==> config.mk <==
export PLATFORM = sky130hd
export DESIGN_NAME = uart_rx_flat
export DESIGN_NICKNAME = d
export VERILOG_FILES = /design/src/rtl/uart_rx_pkg.sv /design/src/rtl/uart_rx_if.sv /design/src/rtl/uart_rx_sync_2ff.sv /design/src/rtl/uart_rx.sv /design/src/flat_wrapper.sv
export SDC_FILE = /design/constraint.sdc
export NUM_CORES = 1
export LEC_CHECK = 0
export ABC_AREA = 1
export BUFFER_PORTS_ARGS = -buffer_cell sky130_fd_sc_hd__buf_2
export CAP_MARGIN = 20
export CORE_MARGIN = 1.5
export CORE_UTILIZATION = 30
export DETAILED_ROUTE_END_ITERATION = 7
export GPL_TIMING_DRIVEN = 0
export PLACE_DENSITY_LB_ADDON = 0.25
export SYNTH_ARGS = -nofsm -noshare
export SYNTH_HDL_FRONTEND = slang
export SYNTH_SLANG_ARGS = --single-unit
==> constraint.sdc <==
create_clock -name clock -period 1.6 [get_ports clock]
set_clock_uncertainty 0.05 [all_clocks]
set_input_delay 0.16 -clock clock [delete_from_list [all_inputs] [get_ports clock]]
set_output_delay 0.16 -clock clock [all_outputs]
set_load 0.01 [all_outputs]
==> src/rtl/uart_rx_pkg.sv <==
// Shared definitions for the UART receiver: FSM state encodings,
// default frame parameters, the oversampling ratio and the data
// alignment helper used when a frame completes.
package uart_rx_pkg;

    // Receiver FSM states, 2-bit encoded
    typedef enum logic [1:0] {
        ST_IDLE  = 2'b00,
        ST_START = 2'b01,
        ST_DATA  = 2'b10,
        ST_STOP  = 2'b11
    } rx_state_e;

    localparam int DBIT_DEFAULT    = 8;   // data bits per frame
    localparam int SB_TICK_DEFAULT = 16;  // ticks per stop bit (16 = 1 stop, 32 = 2 stop)
    localparam int OVERSAMPLE      = 16;  // s_tick pulses per bit period

    // Data bits enter the shift register at bit 7 and move right, so a
    // frame shorter than 8 bits ends up MSB-aligned; shift it down so the
    // first received bit sits at bit 0 and the unused upper bits are 0.
    function automatic logic [7:0] align_lsb(input logic [7:0] sr, input int unsigned dbit);
        return sr >> (32'd8 - dbit);
    endfunction

endpackage

==> src/rtl/uart_rx_if.sv <==
// Receiver-side bundle: the oversampling tick and serial line going in,
// the received byte, completion pulse and framing error coming out.
// The slave modport is the receiver; the master modport is whatever
// drives the line and consumes the bytes.
interface uart_rx_if;

    logic       s_tick;
    logic       rx;
    logic [7:0] dout;
    logic       rx_done_tick;
    logic       frame_err;

    modport master (
        output s_tick,
        output rx,
        input  dout,
        input  rx_done_tick,
        input  frame_err
    );

    modport slave (
        input  s_tick,
        input  rx,
        output dout,
        output rx_done_tick,
        output frame_err
    );

endinterface

==> src/rtl/uart_rx_sync_2ff.sv <==
// Two-flop synchronizer for a single asynchronous input. Resets to
// RESET_VAL so an idle-high line does not look like a falling edge
// when reset is released.
module sync_2ff #(
    parameter logic RESET_VAL = 1'b1
) (
    input  logic clock,
    input  logic reset,
    input  logic d,
    output logic q
);

    logic meta_r;
    logic sync_r;

    // Two-stage capture of the asynchronous input
    always_ff @(posedge clock or posedge reset) begin
        if (reset) begin
            meta_r <= RESET_VAL;
            sync_r <= RESET_VAL;
        end else begin
            meta_r <= d;
            sync_r <= meta_r;
        end
    end

    assign q = sync_r;

endmodule

==> src/rtl/uart_rx.sv <==
// UART receiver with 16x oversampling. The line is synchronized, a
// falling edge opens a frame, the start bit is re-checked at its middle
// to reject glitches, data bits are sampled mid-bit LSB first, and the
// stop bit is sampled at the end of the stop period to flag framing
// errors. The byte and error flag are registered and held until the
// next frame completes.
module uart_rx
    import uart_rx_pkg::*;
#(
    parameter int DBIT    = DBIT_DEFAULT,
    parameter int SB_TICK = SB_TICK_DEFAULT
) (
    input  logic      clock,
    input  logic      reset,
    uart_rx_if.slave  bus
);

    // Tick counter must reach SB_TICK-1 in the stop state
    localparam int S_W = (SB_TICK > OVERSAMPLE) ? 5 : 4;

    localparam logic [S_W-1:0] S_ZERO      = S_W'(0);
    localparam logic [S_W-1:0] S_ONE       = S_W'(1);
    localparam logic [S_W-1:0] S_MID       = S_W'(OVERSAMPLE / 2 - 1);
    localparam logic [S_W-1:0] S_BIT_LAST  = S_W'(OVERSAMPLE - 1);
    localparam logic [S_W-1:0] S_STOP_LAST = S_W'(SB_TICK - 1);
    localparam logic [2:0]     N_ZERO      = 3'd0;
    localparam logic [2:0]     N_ONE       = 3'd1;
    localparam logic [2:0]     N_LAST      = 3'(DBIT - 1);

    logic            rx_sync_s;

    rx_state_e       state_r,  state_nxt_s;
    logic [S_W-1:0]  s_r,      s_nxt_s;
    logic [2:0]      n_r,      n_nxt_s;
    logic [7:0]      b_r,      b_nxt_s;
    logic [7:0]      dout_r,   dout_nxt_s;
    logic            ferr_r,   ferr_nxt_s;
    logic            done_r,   done_nxt_s;

    sync_2ff #(
        .RESET_VAL (1'b1)
    ) u_sync (
        .clock (clock),
        .reset (reset),
        .d     (bus.rx),
        .q     (rx_sync_s)
    );

    // FSM, counters, shift register and registered outputs
    always_ff @(posedge clock or posedge reset) begin
        if (reset) begin
            state_r <= ST_IDLE;
            s_r     <= S_ZERO;
            n_r     <= N_ZERO;
            b_r     <= 8'h00;
            dout_r  <= 8'h00;
            ferr_r  <= 1'b0;
            done_r  <= 1'b0;
        end else begin
            state_r <= state_nxt_s;
            s_r     <= s_nxt_s;
            n_r     <= n_nxt_s;
            b_r     <= b_nxt_s;
            dout_r  <= dout_nxt_s;
            ferr_r  <= ferr_nxt_s;
            done_r  <= done_nxt_s;
        end
    end

    // Next-state logic: everything holds unless a state rule fires
    always_comb begin
        state_nxt_s = state_r;
        s_nxt_s     = s_r;
        n_nxt_s     = n_r;
        b_nxt_s     = b_r;
        dout_nxt_s  = dout_r;
        ferr_nxt_s  = ferr_r;
        done_nxt_s  = 1'b0;

        case (state_r)
            ST_IDLE: begin
                // Leaving idle does not wait for a tick
                if (!rx_sync_s) begin
                    state_nxt_s = ST_START;
                    s_nxt_s     = S_ZERO;
                end else begin
                    state_nxt_s = ST_IDLE;
                end
            end

            ST_START: begin
                if (bus.s_tick) begin
                    if (s_r == S_MID) begin
                        // Middle of start bit: still low means a real frame
                        if (!rx_sync_s) begin
                            state_nxt_s = ST_DATA;
                            s_nxt_s     = S_ZERO;
                            n_nxt_s     = N_ZERO;
                        end else begin
                            state_nxt_s = ST_IDLE;
                            s_nxt_s     = S_ZERO;
                        end
                    end else begin
                        s_nxt_s = s_r + S_ONE;
                    end
                end else begin
                    s_nxt_s = s_r;
                end
            end

            ST_DATA: begin
                if (bus.s_tick) begin
                    if (s_r == S_BIT_LAST) begin
                        s_nxt_s = S_ZERO;
                        b_nxt_s = {rx_sync_s, b_r[7:1]};
                        if (n_r == N_LAST) begin
                            state_nxt_s = ST_STOP;
                        end else begin
                            n_nxt_s = n_r + N_ONE;
                        end
                    end else begin
                        s_nxt_s = s_r + S_ONE;
                    end
                end else begin
                    s_nxt_s = s_r;
                end
            end

            ST_STOP: begin
                if (bus.s_tick) begin
                    if (s_r == S_STOP_LAST) begin
                        // Deliver the byte even when the stop bit is bad
                        state_nxt_s = ST_IDLE;
                        s_nxt_s     = S_ZERO;
                        dout_nxt_s  = align_lsb(b_r, DBIT);
                        ferr_nxt_s  = ~rx_sync_s;
                        done_nxt_s  = 1'b1;
                    end else begin
                        s_nxt_s = s_r + S_ONE;
                    end
                end else begin
                    s_nxt_s = s_r;
                end
            end

            default: begin
                state_nxt_s = ST_IDLE;
                s_nxt_s     = S_ZERO;
                n_nxt_s     = N_ZERO;
            end
        endcase
    end

    assign bus.dout         = dout_r;
    assign bus.frame_err    = ferr_r;
    assign bus.rx_done_tick = done_r;

endmodule

==> src/flat_wrapper.sv <==
// flat-port wrapper written by rule: the top's interface ports become plain ports
module uart_rx_flat import uart_rx_pkg::*;
#(
    parameter int DBIT    = DBIT_DEFAULT,
    parameter int SB_TICK = SB_TICK_DEFAULT
)
  (clock, reset, bus_s_tick, bus_rx, bus_dout, bus_rx_done_tick, bus_frame_err);
  uart_rx_if bus_i ();
  input  logic clock;
  input  logic reset;
  input wire logic [$bits(bus_i.s_tick)-1:0] bus_s_tick;
  input wire logic [$bits(bus_i.rx)-1:0] bus_rx;
  output wire logic [$bits(bus_i.dout)-1:0] bus_dout;
  output wire logic [$bits(bus_i.rx_done_tick)-1:0] bus_rx_done_tick;
  output wire logic [$bits(bus_i.frame_err)-1:0] bus_frame_err;
  assign bus_i.s_tick = bus_s_tick;
  assign bus_i.rx = bus_rx;
  assign bus_dout = bus_i.dout;
  assign bus_rx_done_tick = bus_i.rx_done_tick;
  assign bus_frame_err = bus_i.frame_err;
  uart_rx #(.DBIT(DBIT), .SB_TICK(SB_TICK)) u_core (.clock(clock), .reset(reset), .bus(bus_i));
endmodule
==> results by stage <==
Outcome:
- The flow ran to the end, and the final reports show no timing, DRC or antenna violations.

Synth:
- Sorting the synthesized cells by area gives the leading types as dfrtp_1 (51%), nand2_1 (11%), inv_1 (5.4%), dfstp_2 (4.0%), o21ai_0 (3.8%).
- Yosys printed 0 warnings.
- The portion of the post-synthesis area used by sequential elements is 55.0%.
- When the netlist entered floorplanning its net count stood at 152.
- The count of distinct cell types in the synthesized netlist is 23.
- The total standard cell area after synthesis is 1320 sq um.
- The gate count after technology mapping is 145.
- The area share of the largest cell type after synthesis is 51.0%.
- Synthesis inferred 29 register bits.
- The mean cell area of the mapped netlist is 9.13 sq um.
- The cell accounting for the most synthesized area is dfrtp_1.

Power:
- The share of total power consumed by net switching is 35.9%.
- Summed over all nets, the switching power comes to 0.963 mW.
- The clock network power share is 22.0%.
- The power share of the combinational group is 31.9%.
- The worst ir drop on vdd is 0.755 mV.
- The proportion of power drawn by flip-flops and latches is 46.2%.
- For this design the ratio of total power to cell area is 1670 nW/um^2.
- Internal power comes to 1.72 mW.
- The cell leakage power is 0.837 nW.

GRT:
- Global routing consumed, on the met2 layer, 19.1% of the routing resources.
- The most heavily used metal layer in global routing is met2.
- For met3 alone, demand over resource in global routing was 3.49%.
- The number of antenna violations at the first check in global routing is 0.
- The overall global routing resource usage is 11.3%.
- The met1 global-route usage is 13.4%.
- The number of global-route vias before repair is 1028.
- The global-route congestion overflow total is 0.
- The first-pass GRT wire length is 4.39 mm.
- The pin count of the biggest net entering global routing is 30.

STA:
- The post-layout worst setup margin is 0.102 ns.
- For the pin with the worst max-slew slack, the measured transition is 0.589 ns.
- The max-slew violation total from the final report was 0.
- The hold violation count in the final report is 0.
- The clock period minus worst slack is 1.50 ns.
- The final setup TNS is 0 ns.
- Based on the critical path, the design can be clocked at up to 0.668 GHz.
- Final hold analysis gives a worst-case slack of 0.304 ns.
- The setup-violating endpoint count in the final report is 0.
- The remaining max-slew budget at the tightest pin is 60.7%.
- The share of the clock period used by the worst path is 93.6%.

Final layout:
- The net total in the final layout is 175.
- The library cell used most frequently in the layout, excluding fill and tap cells, is nand2_1.
- In the layout the commonest cells are nand2_1 (40), dfrtp_1 (27), inv_1 (19).
- Cells fill 39.0% of the core in the end.
- The number of antenna diodes in the final layout is 0.
- Compared with the post-synthesis result, the final layout area differs by 21.2%.
- In the final layout, the share of cells above drive strength 1 is 23.2%.
- The finished layout holds 218 standard cells, fillers aside.
- The layout has 415 filler cells.

Floorplanning:
- Pin placement for this block handled 14 I/O pins.
- The initial utilization of the core area, before any placement, comes to 32.2%.
- The floorplan step defined a die boundary enclosing 4820 sq um.
- The floorplan has 23 rows.
- The core region area is 4120 sq um.
- The horizontal die dimension is 69.4 um.
- The die outline height is 69.4 um.

Drt:
- The via count is 1011.
- The post-detailed-route via-to-cell ratio is 4.64.
- The initial DRC count is 50.
- The detailed-routing iteration count for the pre-antenna-repair pass is 4.
- The routed length per instance is 11.4 um.
- The DRC violation count after routing is 0.
- The number of nets with antenna violations after routing is 0.
- For this block, the routed nets add up to 2.48 mm of wire.

Hold path:
- The cell depth of the worst min-delay path is 4.
- The end point of the most critical hold path is u_core.s_r[1].
- The worst hold-check path type is input pin to flip-flop.
- In this run the most critical hold path is launched from bus_s_tick.

Placement:
- The post-DP HPWL is 1.75 mm.
- The post-placement worst setup slack is 0.0131 ns.
- The placed cell count is 208.
- The count of input and output buffers is 13.
- The global placer's final weighted congestion is 0.828.

Setup path:
- The classification of the worst setup path is flip-flop to flip-flop.
- The maximum fanout count along the critical path is 10.
- The capturing point of the worst reg2reg path is u_core.b_r[5].
- The worst setup path is launched from a flip-flop.
- The launching point of the worst reg2reg path is u_core.s_r[0].
- STA puts the critical path data arrival time at 1.59 ns.
- Counting cells, the worst reg-to-reg path comes to 7.
- Data on the critical path is required at its endpoint by 1.69 ns.
- The worst setup path is captured at a flip-flop.
- The worst register-to-register path has a setup slack of 0.10 ns.

Clock tree:
- TritonCTS created 5 clock buffers.
- The maximum level of the CTS H-tree is 2.
- The clock-pin transition on the worst setup and hold timing paths is 0.06 ns.
- The clock network latency to the later pin of the worst-skew pair is 0.27 ns.
- TritonCTS built the clock tree.
- The number of sinks driven by the clock tree is 29.
- The cell sitting at the root of the clock tree is a clkbuf_8.
- Counting along the longest clock path gives a buffer depth of 2.

Job:
- The max-capacitance violation count is 0.
-- area by class of cell --
| class | count | area [sq um] | area share [%] |
|---|---|---|---|
| timing repair buffer | 16 | 113 | 7.02 |
| clock buffer | 7 | 86.3 | 5.38 |
| sequential | 29 | 728 | 45.4 |
| inverter | 22 | 82.6 | 5.15 |
| buffer | 2 | 26.3 | 1.64 |
| tap | 50 | 62.6 | 3.90 |
| multi-input combinational | 92 | 505 | 31.5 |
-- timing repair --
item | 4_1_cts | 5_1_grt
pin swaps | 0 | 0
gates resized for setup | 1 | 3
hold endpoints to repair | 1 | 12
buffers inserted | 0 | 0
hold buffers | 1 | 1
endpoints found under the setup margin | 2 | 20
-- Yosys cell counts, drive strengths merged --
cell type	count
nand2	44
dfrtp	27
inv	22
o21ai	21
nand3	8
nor2	8
nand4	5
ha	3
buf	2
dfstp	2
a21oi	1
o22ai	1
xor2	1
-- layer usage --
| layer | up-vias | routed length, um | part of all wire, % |
|---|---|---|---|
| met3 | 4 | 66 | 2.7 |
| met4 | 0 | 31 | 1.2 |
| met2 | 11 | 1220 | 49 |
| met1 | 487 | 1170 | 47 |
| met5 | - | 0 | 0 |
| li1 | 509 | - | - |
-- sequential cells by signal, indices dropped and copies added, names as in the netlist, named ones only --
| name | flops |
|---|---|
| u_core.s_r | 4 |
| u_core.bus.frame_err | 1 |
| u_core.u_sync.q | 1 |
| u_core.bus.rx_done_tick | 1 |
| u_core.bus.dout | 8 |
| u_core.n_r | 3 |
| u_core.state_r | 1 |
| u_core.b_r | 8 |
| u_core.u_sync.meta_r | 1 |
-- worst max path at each step --
stage / depth (start not counted) / endpoint / slack, ns / from
2_1_floorplan: 7 / u_core.b_r[7] / 0.24 / u_core.s_r[0]
3_3_place_gp: 6 / u_core.bus.dout[5] / 0.06 / u_core.s_r[0]
3_5_place_dp: 6 / u_core.bus.dout[4] / 0.01 / u_core.s_r[0]
4_1_cts: 6 / u_core.bus.dout[5] / 0.02 / u_core.s_r[0]
5_1_grt: 7 / u_core.b_r[4] / -0.008 / u_core.s_r[0]
6_report: 7 / u_core.b_r[5] / 0.10 / u_core.s_r[0]
-- power groups by stage --
| stage | logic (mW) | registers [mW] | clock network [mW] |
|---|---|---|---|
| 6_report | 0.854 | 1.24 | 0.589 |
| 5_1_grt | 0.994 | 1.28 | 0.644 |
| 4_1_cts | 0.844 | 1.22 | 0.612 |
| 3_5_place_dp | 0.836 | 1.23 | 0 |
| 3_3_place_gp | 0.811 | 1.22 | 0 |
| 2_1_floorplan | 0.557 | 1.25 | 0 |
-- cells by family (layout without fill, tap and decap cells) --
logic type      Yosys count  count (layout)  share of synthesized area (%)
simple gates             65              65                           24.4
flops                    29              29                           55.0
compound gates           23              23                           9.36
xor+xnor                  1               1                          0.662
fa+ha+maj                 3               3                           2.84
buf+inv                  24              47                           7.75
-- worst max-delay path, cell delays in order (launching register included) --
cell and delay [ns]:
dfrtp_1 0.43, ha_4 0.18, nand3_1 0.11, inv_2 0.11, nand2_2 0.09, nor2_8 0.15, buf_8 0.15, o21ai_0 0.08
-- metrics by stage --
stage,instance area (sq um),power (mW)
after floorplan,1320,1.81
after global placement,1450,2.03
after detailed placement,1450,2.07
after CTS,1550,2.68
after global routing,1600,2.91
final,1600,2.68
No activity file was read; power rests on OpenSTA's default activity.
